$ cat src/rtl/seq_detect_pkg.sv
// Shared constants for the parameterised serial sequence detector:
// legal pattern-width range, reset pattern and overlap-mode encodings.
package seq_detect_pkg;

    localparam int PAT_W_MIN = 2;
    localparam int PAT_W_MAX = 16;

    localparam logic [3:0] DEFAULT_PAT_C = 4'b1011;

    localparam int OVERLAP_OFF = 0;
    localparam int OVERLAP_ON  = 1;

endpackage : seq_detect_pkg

$ cat src/rtl/seq_sat_counter.sv
// Saturating up-counter with synchronous reset and clear; holds at all-ones.
module seq_sat_counter #(
    parameter int CNT_W = 8
) (
    input  logic             clk,
    input  logic             reset,
    input  logic             inc,
    input  logic             clear,
    output logic [CNT_W-1:0] count
);

    localparam logic [CNT_W-1:0] CNT_MAX = {CNT_W{1'b1}};

    logic [CNT_W-1:0] count_r;

    // Count state: reset/clear win, then increment unless already saturated.
    always_ff @(posedge clk) begin
        if (reset || clear) begin
            count_r <= {CNT_W{1'b0}};
        end else if (inc && (count_r != CNT_MAX)) begin
            count_r <= count_r + {{(CNT_W-1){1'b0}}, 1'b1};
        end else begin
            count_r <= count_r;
        end
    end

    assign count = count_r;

endmodule : seq_sat_counter

$ cat src/rtl/seq_detect_param.sv
// Parameterised serial pattern detector with a registered Moore match flag.
// Optional saturating match counter compiled in with SEQ_DETECT_MATCH_CNT_EN.
module seq_detect_param
    import seq_detect_pkg::*;
#(
    parameter int               PAT_W       = 4,
    parameter logic [PAT_W-1:0] DEFAULT_PAT = DEFAULT_PAT_C,
    parameter int               OVERLAP     = OVERLAP_ON,
    parameter int               CNT_W       = 8
) (
    input  logic             clk,
    input  logic             reset,
    input  logic             x,
    input  logic             x_valid,
    input  logic             pat_load,
    input  logic [PAT_W-1:0] pat_in,
    output logic             z
`ifdef SEQ_DETECT_MATCH_CNT_EN
    ,
    output logic [CNT_W-1:0] match_cnt
`endif
);

    localparam int               FILL_W    = $clog2(PAT_W + 1);
    localparam logic [FILL_W-1:0] FILL_FULL = FILL_W'(PAT_W);

    logic [PAT_W-1:0]  hist_r;
    logic [PAT_W-1:0]  pat_r;
    logic [FILL_W-1:0] fill_r;
    logic              z_r;

    logic              accept_s;
    logic [PAT_W-1:0]  hist_next_s;
    logic [FILL_W-1:0] fill_next_s;
    logic              match_s;

    // Post-shift history/fill and the match decision for an accepted bit.
    always_comb begin
        accept_s    = x_valid & ~pat_load;
        hist_next_s = {hist_r[PAT_W-2:0], x};
        if (fill_r == FILL_FULL) begin
            fill_next_s = FILL_FULL;
        end else begin
            fill_next_s = fill_r + {{(FILL_W-1){1'b0}}, 1'b1};
        end
        match_s = accept_s && (fill_next_s == FILL_FULL) && (hist_next_s == pat_r);
    end

    // Detector state; pat_load outranks x_valid and discards that cycle's bit.
    always_ff @(posedge clk) begin
        if (reset) begin
            hist_r <= {PAT_W{1'b0}};
            fill_r <= {FILL_W{1'b0}};
            pat_r  <= DEFAULT_PAT;
            z_r    <= 1'b0;
        end else if (pat_load) begin
            pat_r  <= pat_in;
            fill_r <= {FILL_W{1'b0}};
            z_r    <= 1'b0;
        end else if (x_valid) begin
            hist_r <= hist_next_s;
            if (match_s && (OVERLAP == OVERLAP_OFF)) begin
                fill_r <= {FILL_W{1'b0}};
            end else begin
                fill_r <= fill_next_s;
            end
            z_r <= match_s;
        end else begin
            z_r <= 1'b0;
        end
    end

    assign z = z_r;

`ifdef SEQ_DETECT_MATCH_CNT_EN
    seq_sat_counter #(
        .CNT_W (CNT_W)
    ) u_match_cnt (
        .clk   (clk),
        .reset (reset),
        .inc   (match_s),
        .clear (1'b0),
        .count (match_cnt)
    );
`else
    // No match counter in this build.
`endif

endmodule : seq_detect_param

$ cat config.mk
export PLATFORM = sky130hd
export DESIGN_NAME = seq_detect_param
export DESIGN_NICKNAME = d
export VERILOG_FILES = /design/src/rtl/seq_detect_pkg.sv /design/src/rtl/seq_sat_counter.sv /design/src/rtl/seq_detect_param.sv
export SDC_FILE = /design/constraint.sdc
export NUM_CORES = 1
export LEC_CHECK = 0
export BUFFER_PORTS_ARGS = -buffer_cell sky130_fd_sc_hd__buf_2
export CAP_MARGIN = 20
export CORE_AREA = 5 5 42 44
export CTS_CLUSTER_SIZE = 25
export DETAILED_ROUTE_END_ITERATION = 10
export DIE_AREA = 0 0 47 49
export PLACE_DENSITY = 0.66
export SETUP_SLACK_MARGIN = 0.05
export SLEW_MARGIN = 20
export SYNTH_ARGS = -nofsm -noshare
export SYNTH_HDL_FRONTEND = slang
export SYNTH_HIERARCHICAL = 1
export SYNTH_SLANG_ARGS = --single-unit
$ cat constraint.sdc
create_clock -name clk -period 3.36 [get_ports clk]
set_input_delay 0.168 -clock clk [delete_from_list [all_inputs] [get_ports clk]]
set_output_delay 0.168 -clock clk [all_outputs]
set_load 0.05 [all_outputs]
==> impl_metrics.json <==
{
  "io-pin-count": 10,
  "nFillCells": 141,
  "worst-setup-path-type": "reg -> reg",
  "synthTopCellsByCount": "11 x dfxtp_1, 5 x mux2i_1, 5 x nor2_1, 4 x xnor2_1",
  "layout-area-overhead-vs-synth_pct": 14.42,
  "worst_clock_skew_ps": 5.289,
  "fin_nets": 73,
  "cts_repair_resize_count": 0,
  "share_of_the_clock_period_used_by_the_worst_path_after_layout_pct": 38.79,
  "die_width_microns": 47,
  "post-place-ws_ps": 2067,
  "die-height_microns": 49,
  "clock_root_buffer": "clkbuf_4",
  "dpl.hpwl_microns": 673,
  "firstDrtPassIters": 4,
  "postCtsSetupBuffers": 0,
  "drive_above_1_share_pct": 27.87,
  "timing.critical_path.required_ps": 3520,
  "arrival_ps": 1470,
  "tightest_slew_ps": 245.4,
  "run_status": "finished, final reports clean",
  "reg2reg_setup_slack_ps": 2060,
  "cts_inserted_buffers": 3,
  "initial_utilization_pct": 37.14,
  "ys_dominant_reg_cell": "dfxtp_1",
  "final.setup.tns_ps": 0,
  "reg2reg_depth": 4,
  "maxSlewViolCount": 0,
  "hold_end": "pat_r[3]",
  "timing.final.crit_period_ps": 1303,
  "critical-path-slowest-cell": "dfxtp_1",
  "hold_ws_ps": 108.7,
  "mappedNetlistNets": 61,
  "iteration_0_drc_count_of_the_detailed_router": 7,
  "post_drt_via_cell_ratio": 4.844,
  "report.final.setup_viol": 0,
  "grt_pass1_vias": 378,
  "clock_latency_ps": 270,
  "cpLargestDelayFamily": "compound AO/OA/AOI/OAI gates",
  "total_wire_length_after_detailed_routing_microns": 910,
  "hold_depth": 2,
  "yosys.area.top_type": "dfxtp_1",
  "pin_count_of_the_biggest_net_entering_global_routing": 13,
  "grt_first_pass_wirelength_microns": 1559,
  "antenna_violating_nets_post_route": 0,
  "synth.yosys.seq_area_share_pct": 42.31,
  "routabilityCongestion": 0.6278,
  "worst_hold_path_type": "in -> reg",
  "core_sq_mm": 0.001401,
  "cts.htree.levels": 1,
  "power_density_mw_per_mm2": 432.4,
  "postLayoutSetupSlackWorst_ps": 2057,
  "netlist_top_cells_area": "dfxtp_1 42%, mux2i_1 9.6%, xnor2_1 6.7%",
  "dr_wl_cell_microns": 11.82,
  "most_numerous_cell_in_the_yosys_netlist": "dfxtp_1",
  "ys_warn_count": 6,
  "yosys_register_bits": 11,
  "post_synthesis_cell_type_count": 22,
  "synthCells": 50,
  "die-area_sq_mm": 0.002303,
  "tritoncts": "done",
  "maxCapViolations": 0,
  "global_route_total_overflow": 0,
  "synth-edff-count": 0,
  "static-leakage-power_nw": 0.2535,
  "worst_r2r_startpoint": "fill_r[0]",
  "rr_endpoint": "fill_r[0]",
  "worstSetupEndpointType": "flip-flop",
  "post_synth.cell_area_avg_sq_um": 10.41,
  "min_from": "pat_in[3]",
  "cts.sinks": 11,
  "num_vias": 373,
  "worst_path_largest_cell_delay_ps": 370,
  "timing.fmax_mhz": 767.3,
  "worst-path-buf-inv": 1,
  "timing.critical_path.fanout_max": 4,
  "critical_path.cell_chain": "inv_1, ha_1, a21o_2, a2111oi_2",
  "buffer_ports.inserted": 9,
  "clk_transition_reported_paths_ps": 70,
  "hold_fix_buffers_at_cts": 0,
  "grt_util_all_layers_pct": 9.463,
  "async_sr_flop_fraction_pct": 0,
  "antenna_found_initial": 0,
  "max-vdd-ir-drop_mv": 0.1901,
  "longest_clk_path_bufs": 2,
  "detail_route.drc_violations": 0,
  "worstSetupStartpointType": "flip-flop",
  "normalized_max_slew_margin_pct": 83.61,
  "insertedDiodeCount": 0,
  "syn-cell-area_sq_um": 520.5,
  "row_count": 14,
  "rsz0062_at_grt": "no",
  "synth.top_cell.area_share_pct": 42.31,
  "timing_hold_violations_final": 0
}
kinds of logic after synthesis:
kind of cell	synth area share, %
and+or+nand+nor	19.71
DFF	42.31
AOI/OAI and AO/OA	12.26
muxes	9.616
xor gates and xnor gates	6.730
buffers and inverters	4.567
adders and majority gates	4.807
worst register-to-register path, cell delays in order (launching register included):
cell and delay, ps:
dfxtp_1 370, inv_1 60, ha_1 210, a21o_2 230
a2111oi_2 330
where the power goes:
group	total, W	switching (W)	leakage [nW]	internal (W)
clock	0.0000895	0.0000436	0.0150	0.0000459
combinational	0.0000293	0.0000143	0.148	0.0000150
sequential	0.000139	0.00000354	0.0900	0.000135
total	0.000258	0.0000614	0.253	0.000196
placed cells by master (no fill, tap or decap), drive strengths merged:
master / synthesis / final
nor3: 3 / 3
clkbuf: 0 / 4
inv: 2 / 2
nand2: 1 / 1
ha: 2 / 2
buf: 2 / 9
o2111ai: 1 / 1
a21o: 1 / 1
xnor2: 4 / 4
a21oi: 1 / 1
nor4: 1 / 1
nor2: 5 / 5
nand3b: 1 / 1
a211o: 3 / 3
nor2b: 3 / 3
and4b: 1 / 1
dfxtp: 11 / 11
mux2i: 5 / 5
nand2b: 1 / 1
a2111oi: 1 / 1
nand3: 1 / 1
final cells by class:
class                   instances  area, sq um  share of cell area, %
repair buffers                  9        45.04                  7.563
clock buffers                   4        26.28                  4.412
well taps                      16        20.02                  3.361
multi-input cells              35        276.5                  46.43
inverters                       2        7.507                  1.261
flip-flops and latches         11        220.2                  36.97
metal layers:
layer  up-vias  GRT usage [%]  wire, microns
met5         -              0              0
met3         2          4.428             56
met1       162          11.75            431
li1        200              -              -
met4         0          5.530              8
met2         9          12.90            414
state kept, by name, indices dropped and copies added (netlist names):
register	cells
pat_r	4
fill_r	3
hist_r	3
z	1
worst max-delay path by stage:
stage,cells past startpoint,slack (ps),endpoint,start
after floorplan,4,2130,fill_r[0],fill_r[0]
after detailed placement,4,2070,fill_r[0],fill_r[0]
final,4,2060,fill_r[0],fill_r[0]
after CTS,4,2050,fill_r[0],fill_r[0]
after global routing,5,1990,z,fill_r[0]
after global placement,4,2090,fill_r[0],fill_r[0]
per-stage QoR:
stage | power (W) | area (sq um) | utilization (%) | std cells
after floorplan | 0.0001626 | 520.5 | - | 50
after global placement | 0.0001706 | 569.3 | 40.63 | 73
after detailed placement | 0.0001712 | 569.3 | 40.63 | 73
after CTS | 0.0002616 | 595.6 | 42.50 | 77
after global routing | 0.0002705 | 595.6 | 42.50 | 77
final | 0.0002575 | 595.6 | 42.50 | 77
Note: power is estimated with default switching activity, not from simulation.
